`config.mk`:
```
export PLATFORM = sky130hd
export DESIGN_NAME = tx_dac_frame_serializer
export DESIGN_NICKNAME = d
export VERILOG_FILES = /design/src/rtl/tx_dac_frame_serializer.sv
export SDC_FILE = /design/constraint.sdc
export NUM_CORES = 1
export LEC_CHECK = 0
export ABC_AREA = 1
export CORE_MARGIN = 2
export CORE_UTILIZATION = 33
export CTS_BUF_LIST = sky130_fd_sc_hd__clkbuf_4 sky130_fd_sc_hd__clkbuf_8
export CTS_CLUSTER_DIAMETER = 150
export DETAILED_ROUTE_END_ITERATION = 8
export GPL_TIMING_DRIVEN = 0
export HOLD_SLACK_MARGIN = 0.15
export PLACE_DENSITY_LB_ADDON = 0.2
export SYNTH_ARGS = -nofsm -noshare
export SYNTH_HDL_FRONTEND = slang
export SYNTH_SLANG_ARGS = --single-unit
```
`constraint.sdc`:
```
create_clock -name clk -period 1.6 [get_ports clk]
set_input_delay 0.4 -clock clk [delete_from_list [all_inputs] [get_ports clk]]
set_output_delay 0.4 -clock clk [all_outputs]
set_load 0.1 [all_outputs]
```
`src/rtl/tx_dac_frame_serializer.sv`:
```
// tx_dac_frame_serializer
// Serialises one multi-channel I/Q sample set per frame onto MSB/LSB byte
// lanes for external ODDRs and generates the DAC FRAME signal, including an
// extended multi-DAC sync sequence. When no set is offered at a frame
// boundary, a filler frame is sent so the FRAME cadence never breaks.
// Optional build macro: TX_SER_UNDERFLOW_CNT_EN adds a 16-bit saturating
// underflow_cnt output, cleared by reset and by a rising edge of en.
module tx_dac_frame_serializer #(
  parameter int NUM_CHAN       = 1,
  parameter int LANE_W         = 8,
  parameter int FRAME_HI_WORDS = 1,
  parameter int SYNC_HI_WORDS  = 3,
  parameter int HOLD_LAST      = 0
) (
  input  logic                           clk,
  input  logic                           reset_n,
  input  logic                           en,
  input  logic [2*NUM_CHAN*2*LANE_W-1:0] in_data,
  input  logic                           in_valid,
  output logic                           in_ready,
  input  logic                           sync_req,
  output logic [LANE_W-1:0]              out_d1,
  output logic [LANE_W-1:0]              out_d2,
  output logic                           out_frame,
  output logic                           frame_start,
  output logic                           underflow,
  output logic                           sync_done
`ifdef TX_SER_UNDERFLOW_CNT_EN
  ,
  output logic [15:0]                    underflow_cnt
`endif
);

  localparam int WORDS  = 2 * NUM_CHAN;
  localparam int SW     = 2 * LANE_W;
  localparam int SET_W  = WORDS * SW;
  localparam int WCNT_W = (WORDS > 1) ? $clog2(WORDS) : 1;
  localparam int FCNT_W = $clog2(2 * WORDS + 1);

  typedef enum logic [1:0] {
    IDLE  = 2'd0,
    RUN   = 2'd1,
    DRAIN = 2'd2
  } state_t;

  state_t              state;
  state_t              state_nxt;
  logic [WCNT_W-1:0]   wcnt;
  logic [SET_W-1:0]    set_buf;
  logic [FCNT_W-1:0]   fcnt;
  logic [FCNT_W-1:0]   fcnt_dec;
  logic [FCNT_W-1:0]   fcnt_norm;
  logic [SW-1:0]       cur_word;
  logic                last_word;
  logic                active;
  logic                load_set;
  logic                load_filler;
  logic                advance;
  logic                frame_begin;
  logic                sync_r;
  logic                sync_r2;
  logic                sync_rise;
  logic                sync_pend;
  logic                underflow_q;
  logic                sync_done_q;

  assign last_word   = (wcnt == WCNT_W'(WORDS - 1));
  assign active      = (state != IDLE);
  assign frame_begin = load_set | load_filler;
  assign sync_rise   = sync_r & ~sync_r2;

  // Next-state, handshake and word-advance decisions for the frame sequencer
  always_comb begin
    state_nxt   = state;
    in_ready    = 1'b0;
    load_set    = 1'b0;
    load_filler = 1'b0;
    advance     = 1'b0;
    case (state)
      IDLE: begin
        in_ready = en;
        if (en && in_valid) begin
          load_set  = 1'b1;
          state_nxt = RUN;
        end
      end
      RUN: begin
        if (last_word) begin
          in_ready = en;
          if (en && in_valid) begin
            load_set = 1'b1;
          end else if (en) begin
            load_filler = 1'b1;
          end else begin
            state_nxt = IDLE;
          end
        end else begin
          advance = 1'b1;
          if (!en) begin
            state_nxt = DRAIN;
          end
        end
      end
      DRAIN: begin
        if (last_word) begin
          state_nxt = IDLE;
        end else begin
          advance = 1'b1;
        end
      end
      default: begin
        state_nxt = IDLE;
      end
    endcase
  end

  // State register
  always_ff @(posedge clk or negedge reset_n) begin
    if (!reset_n) begin
      state <= IDLE;
    end else begin
      state <= state_nxt;
    end
  end

  // Word counter: restarts at every frame start and whenever the FSM idles
  always_ff @(posedge clk or negedge reset_n) begin
    if (!reset_n) begin
      wcnt <= '0;
    end else if (frame_begin || (state_nxt == IDLE)) begin
      wcnt <= '0;
    end else if (advance) begin
      wcnt <= wcnt + WCNT_W'(1);
    end
  end

  // Set buffer; with HOLD_LAST it already holds the last accepted set, so a
  // filler frame simply keeps it, otherwise the filler is all zeros
  always_ff @(posedge clk or negedge reset_n) begin
    if (!reset_n) begin
      set_buf <= '0;
    end else if (load_set) begin
      set_buf <= in_data;
    end else if (load_filler) begin
      set_buf <= (HOLD_LAST != 0) ? set_buf : '0;
    end
  end

  // Select the word currently on the lanes
  always_comb begin
    cur_word = '0;
    for (int k = 0; k < WORDS; k++) begin
      if (wcnt == WCNT_W'(k)) begin
        cur_word = set_buf[k*SW +: SW];
      end
    end
  end

  assign out_d1      = active ? cur_word[SW-1:LANE_W] : '0;
  assign out_d2      = active ? cur_word[LANE_W-1:0]  : '0;
  assign frame_start = active && (wcnt == '0);

  assign fcnt_dec  = (fcnt != '0) ? (fcnt - FCNT_W'(1)) : '0;
  assign fcnt_norm = (fcnt_dec > FCNT_W'(FRAME_HI_WORDS)) ? fcnt_dec
                                                          : FCNT_W'(FRAME_HI_WORDS);

  // FRAME-high counter; a long sync run carries its remainder into the
  // next frame, and it is forced clear when the serializer goes idle
  always_ff @(posedge clk or negedge reset_n) begin
    if (!reset_n) begin
      fcnt <= '0;
    end else if (frame_begin) begin
      fcnt <= sync_pend ? FCNT_W'(SYNC_HI_WORDS) : fcnt_norm;
    end else if (state_nxt == IDLE) begin
      fcnt <= '0;
    end else begin
      fcnt <= fcnt_dec;
    end
  end

  assign out_frame = (fcnt != '0);

  // Sync request capture: register, detect rising edge, hold until the next
  // frame start; an edge landing on the consuming cycle stays pending
  always_ff @(posedge clk or negedge reset_n) begin
    if (!reset_n) begin
      sync_r    <= 1'b0;
      sync_r2   <= 1'b0;
      sync_pend <= 1'b0;
    end else begin
      sync_r    <= sync_req;
      sync_r2   <= sync_r;
      sync_pend <= (sync_pend & ~frame_begin) | sync_rise;
    end
  end

  // Status pulses aligned with frame_start of the frame they describe
  always_ff @(posedge clk or negedge reset_n) begin
    if (!reset_n) begin
      underflow_q <= 1'b0;
      sync_done_q <= 1'b0;
    end else begin
      underflow_q <= load_filler;
      sync_done_q <= frame_begin & sync_pend;
    end
  end

  assign underflow = underflow_q;
  assign sync_done = sync_done_q;

`ifdef TX_SER_UNDERFLOW_CNT_EN
  logic        en_q;
  logic [15:0] uf_cnt;

  // Saturating filler-frame counter, restarted whenever en rises
  always_ff @(posedge clk or negedge reset_n) begin
    if (!reset_n) begin
      en_q   <= 1'b0;
      uf_cnt <= '0;
    end else begin
      en_q <= en;
      if (en && !en_q) begin
        uf_cnt <= '0;
      end else if (load_filler && (uf_cnt != 16'hFFFF)) begin
        uf_cnt <= uf_cnt + 16'd1;
      end
    end
  end

  assign underflow_cnt = uf_cnt;
`endif

endmodule
```
==> flow_summary.ini, run 1 <==
[global_routing]
grtUsageMet2 = 0.273
use_met1 = 0.224
use_met3 = 0.0388
busiest_layer = met2
grt_max_degree = 32
gr-total-overflow = 0
antenna_found_initial = 0
grt_usage = 0.168
grt_pass1_wl_um = 9300
grt_pass1_vias = 1879

[clocking]
cts_buffers = 5
clk_path_buf_depth = 2
cts_root_buf = clkbuf_8
cts_tree = done
htree_num_levels = 2
clock_latency_ps = 290
clock-sinks = 43
clkSlewWorstSetupHoldPaths_ps = 70

[timing]
fin_ws_ps = -362
period_share = 1.23
worst_pin_slew_ps = 512
max_freq_mhz = 510
setup_viol_count_final = 19
finalHoldViolCount = 0
clock_skew_ps = 10.6
finalSetupTns_ps = -5860
finalCriticalPeriod_ps = 1960
slew_headroom = 0.662
maxSlewViolCount = 0
rsz0062_at_grt = yes

[finish]
multi_input_area_um2 = 1070
fillers = 521
seqCellArea_um2 = 1080
nets = 367
n_antenna_cell = 0
area_delta_synth_final_pct = 70.3
stdcell_count = 400
drive_above_1_share = 0.314
utilization = 0.590

[detailed_routing]
first_pass_iters = 5
drt_iter0_drc = 128
drt_wl_total_um = 5700
wire_per_inst_um = 14.2
ant_nets = 0
vias = 1926
post-route-drc-count = 0
viasPerCell = 4.82

[pwr]
vdd_drop_max_uv = 1530
power.total_mw = 7.76
leakagePower_nw = 1.61
powerDensity_nw_per_um2 = 2200

[logic_synthesis]
synth_cells = 245
synth_area_um2 = 2070
synth-seq-cells = 43
yosysSeqAreaShare = 0.519
yosysWarnings = 0
ys_types = 18
syn-mean-instance-area_um2 = 8.47
syn_nets = 288

[critical_path]
end_kind = output pin
crit_type = flop to output pin
required_ps = 1200
reg2reg_depth = 10
reg2reg_slack_ps = 20
reg2reg_from = state[1]$_DFF_PN0_
worstPathArrival_ps = 1560
worstPathMaxFanout = 5
start_kind = flop
r2r_end = set_buf[8]$_DFFE_PN0P_

[floorplanning]
die-area_um2 = 6940
initial_core_util = 0.346
core_um2 = 5990
fp.dieH_um = 83.3
ioPinCount = 58
die_w_um = 83.3
rows = 28

[placement]
place_hpwl_um = 3900
place.port_buffers = 56
dp_cells = 377
dp_slack_ps = -1540
gp_congestion = 0.825

[min_path]
hp-class = flop to flop
hold-path-endpoint = sync_r2$_DFF_PN0_
hold_depth = 0
hold_start = sync_r$_DFF_PN0_

[outcome]
violations = setup timing
status = finished with violations

[run]
cap_violations = 0
[layer usage]
metal,part of all wire,routed length [µm],vias to the layer above
met1,0.44,2520,916
met4,0.0097,55,0
met5,0,0,-
met2,0.51,2890,44
li1,-,-,958
met3,0.041,234,8
[report_power, final]
| group | internal [mW] | total [mW] | switching, mW |
|---|---|---|---|
| logic | 1.99 | 5.34 | 3.35 |
| clock network | 0.299 | 0.671 | 0.372 |
| registers | 1.52 | 1.75 | 0.227 |
| total | 3.81 | 7.76 | 3.95 |
[sequential cells by signal, indices dropped and copies added (netlist names)]
name       cells
last_word      1
sync_r2        1
sync_r         1
sync_pend      1
sync_done      1
state          2
fcnt           3
underflow      1
set_buf       32
[worst max-delay path: stages, from the launching register on]
cell	delay, ps
dfrtp_1	380
inv_2	70
ha_4	190
inv_8	70
clkbuf_16	150
o21ai_4	60
a21oi_4	150
buf_12	190
[cell usage in the layout (no fill, tap or decap), types with 5 or more instances in the layout]
cell,instances
o21ai_0,21
buf_2,6
buf_4,11
clkdlybuf4s50_1,33
buf_12,20
nand3_1,39
a21oi_4,16
clkbuf_8,6
buf_6,6
inv_1,29
o21ai_2,8
nand2_1,45
dfrtp_1,43
o21ai_1,5
[how the worst max path moves through the flow]
stage | start | end | slack, ps | cells after the start
final | state[1]$_DFF_PN0_ | out_d1[6] | -360 | 7
after global routing | state[1]$_DFF_PN0_ | out_d2[1] | -420 | 7
after CTS | state[1]$_DFF_PN0_ | out_d1[6] | -350 | 7
after detailed placement | en | in_ready | -1540 | 5
after global placement | en | in_ready | -1540 | 5
after floorplan | state[1]$_DFF_PN0_ | out_d2[4] | -290 | 6
[cells in the mapped netlist]
cell | instances | area [µm²]
a21oi_1 | 17 | 85.1
buf_1 | 1 | 3.75
buf_2 | 6 | 30.0
buf_6 | 4 | 45.0
clkbuf_1 | 3 | 11.3
dfrtp_1 | 43 | 1080
ha_1 | 6 | 75.1
inv_1 | 33 | 124
inv_4 | 1 | 6.26
nand2_1 | 45 | 169
nand2_2 | 1 | 6.26
nand2_4 | 1 | 11.3
nand3_1 | 41 | 205
nand3_2 | 1 | 10.0
nor2_1 | 4 | 15.0
o21ai_0 | 34 | 170
o21ai_1 | 3 | 15.0
o21ai_4 | 1 | 16.3
[through the flow]
step                      instance area, µm²  hold slack [ps]
after floorplan                         2360              104
after global placement                  3010              360
after detailed placement                3030              313
after CTS                               3440              378
after global routing                    3530              398
final                                   3530              375
[area by class of cell]
| class | instances | share of cell area |
|---|---|---|
| Buffer | 14 | 0.0485 |
| Timing Repair Buffer | 71 | 0.251 |
| Sequential cell | 43 | 0.305 |
| Tap cell | 75 | 0.0266 |
| Timing Repair inverter | 1 | 0.00177 |
| Inverter | 34 | 0.0397 |
| Clock inverter | 3 | 0.00425 |
| Clock buffer | 5 | 0.0195 |
| Multi-Input combinational cell | 154 | 0.304 |
[repair_timing]
item	CTS	global route
setup buffers	5	7
pin swaps	4	4
gates cloned	2	0
gates resized for setup	196	14
endpoints found under the setup margin	21	35
hold buffers	1	0
hold endpoints to repair	12	0
[cells by family after synthesis]
kind of cell / after synthesis / synth area share
adders and majority gates: 6 / 0.0362
and+or+nand+nor: 93 / 0.201
buffers and inverters: 48 / 0.106
AOI/OAI and AO/OA: 55 / 0.138
DFF: 43 / 0.519
No activity file was read; power rests on OpenSTA's default activity.
==> inputs of run 2 (changes only) <==
--- a/config.mk
+++ b/config.mk
@@ -11,9 +11,11 @@
 export CTS_BUF_LIST = sky130_fd_sc_hd__clkbuf_4 sky130_fd_sc_hd__clkbuf_8
 export CTS_CLUSTER_DIAMETER = 150
 export DETAILED_ROUTE_END_ITERATION = 8
+export GPL_ROUTABILITY_DRIVEN = 0
 export GPL_TIMING_DRIVEN = 0
 export HOLD_SLACK_MARGIN = 0.15
 export PLACE_DENSITY_LB_ADDON = 0.2
+export SKIP_LAST_GASP = 1
 export SYNTH_ARGS = -nofsm -noshare
 export SYNTH_HDL_FRONTEND = slang
 export SYNTH_SLANG_ARGS = --single-unit
==> flow_summary.ini, run 2 (synthesized netlist as in run 1, its figures left out) <==
[detailed_routing]
viasPerCell = 4.80
post-route-drc-count = 0
top_layer_used = met4
wire_per_inst_um = 14.1
ant_nets = 0
met1_length_um = 2500
dr_wl_met2_um = 2840
drt_wl_total_um = 5660
wl_met3_um = 224
first_pass_iters = 4
vias = 1919
drt_iter0_drc = 165

[finish]
fillers = 523
final_common_cell = nand2_1
n_antenna_cell = 0
largest_register_ffs = 32
area_delta_synth_final_pct = 70.3
nets = 367
final_cell_mix = nand2_1 (45), dfrtp_1 (43), nand3_1 (39)
drive_above_1_share = 0.314
regMostFlops = set_buf
multi_input_area_um2 = 1070
reg_top3 = set_buf (32), fcnt (3), state (2)
stdcell_count = 400
seqCellArea_um2 = 1080

[clocking]
clock_latency_ps = 300
cts_tree = done
clock-sinks = 43
clk_path_buf_depth = 2
htree_num_levels = 2
clkSlewWorstSetupHoldPaths_ps = 70
cts_root_buf = clkbuf_8
cts_buffers = 5

[timing]
rsz0062_at_grt = yes
max_freq_mhz = 508
finalSetupTns_ps = -5920
clock_skew_ps = 12.5
finalHoldViolCount = 0
period_share = 1.23
finalCriticalPeriod_ps = 1970
maxSlewViolCount = 0
worst_pin_slew_ps = 512
slew_headroom = 0.662
fin_ws_ps = -367
setup_viol_count_final = 19

[placement]
dp_slack_ps = -1540
place.port_buffers = 56
dp_cells = 377
place_hpwl_um = 3900

[floorplanning]
core_um2 = 5990
die_w_um = 83.3
ioPinCount = 58
die-area_um2 = 6940
rows = 28
fp.dieH_um = 83.3
initial_core_util = 0.346

[global_routing]
grt_max_degree = 32
grt_pass1_wl_um = 9330
grt_usage = 0.168
antenna_found_initial = 0
gr-total-overflow = 0
grt_pass1_vias = 1888

[pwr]
power.total_mw = 7.76
leakagePower_nw = 1.61
vdd_drop_max_uv = 1530
powerDensity_nw_per_um2 = 2200

[critical_path]
worstPathArrival_ps = 1570
worstPathMaxFanout = 5
crit_type = flop to output pin
start_kind = flop
end_kind = output pin
reg2reg_slack_ps = 20
required_ps = 1200

[min_path]
hp-class = flop to flop

[outcome]
status = finished with violations
violations = setup timing

[run]
cap_violations = 0
-- run 2: cell counts in the layout (fill, tap and decap cells not counted) --
Identical to the previous run, type by type.
-- run 2: per-layer routing --
layer,vias up,global-route usage
met1,912,0.225
met2,40,0.271
met4,0,0.0537
met3,8,0.0388
li1,959,-
met5,-,0
-- run 2: per-stage QoR --
step,instance area [µm²],hold WS [ps],utilization
3_5_place_dp,3030,313,0.505
2_1_floorplan,2360,104,-
3_3_place_gp,3010,360,0.503
4_1_cts,3430,378,0.572
6_report,3530,375,0.590
5_1_grt,3530,398,0.590
-- run 2: final timing paths --
check,from,to,cells past startpoint
worst max-delay path,state[1]$_DFF_PN0_,out_d1[6],7
worst min-delay path,sync_r$_DFF_PN0_,sync_r2$_DFF_PN0_,0
worst max register to register,state[1]$_DFF_PN0_,set_buf[8]$_DFFE_PN0P_,10
worst min register to register,sync_r$_DFF_PN0_,sync_r2$_DFF_PN0_,0
max in group asynchronous,reset_n,set_buf[1]$_DFFE_PN0P_,3
min in group asynchronous,reset_n,set_buf[7]$_DFFE_PN0P_,2
-- run 2: worst max-delay path: stages (launching register included) --
cell and delay (ps):
dfrtp_1 380, inv_2 70, ha_4 190, inv_8 70, clkbuf_16 150, o21ai_4 60
a21oi_4 160, buf_12 190
-- run 2: cell type report --
type | count | area share
Timing Repair Buffer | 71 | 0.251
Inverter | 34 | 0.0397
Timing Repair inverter | 1 | 0.00177
Clock buffer | 5 | 0.0195
Tap cell | 75 | 0.0266
Clock inverter | 3 | 0.00425
Sequential cell | 43 | 0.305
Multi-Input combinational cell | 154 | 0.304
Buffer | 14 | 0.0485
-- run 2: timing repair --
| item | 4_1_cts | 5_1_grt |
|---|---|---|
| buffers inserted | 5 | 7 |
| gates resized for setup | 194 | 17 |
| hold buffers | 1 | 0 |
| pin swaps | 4 | 4 |
| gates cloned | 2 | 0 |
| endpoints found under the setup margin | 21 | 45 |
| hold endpoints to repair | 12 | 0 |
-- run 2: power breakdown --
| group | switching (mW) | total, mW | internal (mW) |
|---|---|---|---|
| Combinational | 3.34 | 5.33 | 1.99 |
| Sequential | 0.228 | 1.75 | 1.52 |
| Clock | 0.379 | 0.679 | 0.299 |
| Total | 3.95 | 7.76 | 3.81 |
==> inputs of run 3 (changes only) <==
--- a/config.mk
+++ b/config.mk
@@ -14,7 +14,6 @@
 export GPL_ROUTABILITY_DRIVEN = 0
 export GPL_TIMING_DRIVEN = 0
 export HOLD_SLACK_MARGIN = 0.15
-export PLACE_DENSITY_LB_ADDON = 0.2
 export SKIP_LAST_GASP = 1
 export SYNTH_ARGS = -nofsm -noshare
 export SYNTH_HDL_FRONTEND = slang
==> flow_summary.ini, run 3 (synthesized netlist as in run 1, its figures left out) <==
[finish]
final_common_cell = nand2_1
n_antenna_cell = 0
final_area_um2 = 3680
nets = 372
final_cell_mix = nand2_1 (45), dfrtp_1 (43), nand3_1 (38)
seqCellArea_um2 = 1080
multi_input_area_um2 = 1130
regMostFlops = set_buf
reg_top3 = set_buf (32), fcnt (3), state (2)
largest_register_ffs = 32
fillers = 490
drive_above_1_share = 0.336
area_delta_synth_final_pct = 77.6

[timing]
rsz0062_at_grt = yes
clock_skew_ps = 6.92
worst_pin_slew_ps = 513
period_share = 1.24
max_freq_mhz = 506
setup_viol_count_final = 19
slew_headroom = 0.662
fin_ws_ps = -376
finalCriticalPeriod_ps = 1980
maxSlewViolCount = 0
hold_ws_ps = 380
finalHoldViolCount = 0

[detailed_routing]
drt_wl_total_um = 5970
drt_iter0_drc = 111
vias = 1961
ant_nets = 0
first_pass_iters = 4
met1_length_um = 2550
dr_wl_met2_um = 3080
viasPerCell = 4.84
post-route-drc-count = 0
wl_met3_um = 261
top_layer_used = met4
wire_per_inst_um = 14.7

[critical_path]
required_ps = 1200
path_cells = inv_2 -> ha_4 -> inv_4 -> o21ai_4 -> buf_12 -> buf_12
slowest_stage = dfrtp_1
cpMostUsedCell = buf_12
worstPathMaxFanout = 5
crit_type = flop to output pin
worstPathArrival_ps = 1580
start_kind = flop
end_kind = output pin
cpPeakStageDelay_ps = 400

[floorplanning]
die_w_um = 83.3
core_um2 = 5990
rows = 28
die-area_um2 = 6940
ioPinCount = 58
fp.dieH_um = 83.3
initial_core_util = 0.346

[placement]
dpl-instance-area_um2 = 3030
place.port_buffers = 56
dp_slack_ps = -1540
place_hpwl_um = 3880

[run]
cap_violations = 0

[clocking]
cts_tree = done
cts_buffers = 5
htree_num_levels = 2
clkSlewWorstSetupHoldPaths_ps = 80
clock_latency_ps = 300
cts_root_buf = clkbuf_8
clk_path_buf_depth = 2
clock-sinks = 43

[global_routing]
grt_max_degree = 39
grt_usage = 0.174
antenna_found_initial = 0
gr-total-overflow = 0
grt_pass1_vias = 1933
grt_pass1_wl_um = 9720

[pwr]
powerDensity_nw_per_um2 = 2230
power.total_mw = 8.23
power.switching_mw = 4.07
p_int_mw = 4.16
p_sw_frac = 0.495
p_comb_frac = 0.676
vdd_drop_max_uv = 1020
clock_power_share = 0.108
leakagePower_nw = 1.67
p_seq_frac = 0.216

[min_path]
hp-class = flop to flop

[outcome]
status = finished with violations
violations = setup timing
run 3: changes by cell type in the layout (fill, tap and decap cells not counted), moves of 2 or more:
cell / change
buf_6: +2
buf_12: +2
clkinv_2: -2
o21ai_4: +3
o21ai_0: -2
buf_4: +3
run 3: final cells by class:
cell class,count,area share
Clock inverter,2,0.00951
Clock buffer,6,0.0224
Multi-Input combinational cell,154,0.307
Timing Repair Buffer,76,0.256
Buffer,14,0.0469
Timing Repair inverter,1,0.00170
Sequential cell,43,0.292
Tap cell,75,0.0255
Inverter,34,0.0387
run 3: worst paths after layout:
kind / from / to / slack, ps / cells past startpoint
min reg2reg: sync_r$_DFF_PN0_ / sync_r2$_DFF_PN0_ / 380 / 0
min in group asynchronous: reset_n / set_buf[8]$_DFFE_PN0P_ / 460 / 2
max reg2reg: state[1]$_DFF_PN0_ / set_buf[14]$_DFFE_PN0P_ / 60 / 9
max in group asynchronous: reset_n / set_buf[3]$_DFFE_PN0P_ / 710 / 3
min: sync_r$_DFF_PN0_ / sync_r2$_DFF_PN0_ / 380 / 0
max: state[1]$_DFF_PN0_ / in_ready / -380 / 6
run 3: through the flow:
stage | TNS (ps) | cells | utilization
after floorplan | -4270 | 245 | -
after global placement | -75530 | 376 | 0.503
after detailed placement | -29210 | 377 | 0.505
after CTS | -5570 | 399 | 0.591
after global routing | -7030 | 405 | 0.615
final | -5970 | 405 | 0.615
run 3: power by group through the flow:
stage          sequential (mW)  clock (mW)  combinational [mW]
5_1_grt                   1.83       0.949                5.87
2_1_floorplan             1.74           0                3.38
6_report                  1.77       0.890                5.57
3_5_place_dp              1.76           0                4.28
4_1_cts                   1.75       0.908                5.29
3_3_place_gp              1.74           0                4.24
run 3: worst max-delay path, delay by kind of cell, from the launching register on:
family | cells | cell delay [ps]
AO/OA/AOI/OAI | 1 | 190
adder cells (fa/ha/maj) | 1 | 210
buffers and inverters | 4 | 480
flip-flops | 1 | 400
run 3: layer usage:
metal | up-vias | global-route usage
met1 | 943 | 0.226
met2 | 39 | 0.303
li1 | 972 | -
met5 | - | 0
met4 | 0 | 0.0313
met3 | 7 | 0.0378
run 3: repair_timing:
action | in CTS | in global routing
endpoints found under the setup margin | 22 | 46
resized for setup | 200 | 25
buffers inserted | 11 | 7
endpoints found under the hold margin | 5 | 0
gates cloned | 2 | 0
hold buffers | 1 | 0
pin swaps | 4 | 4
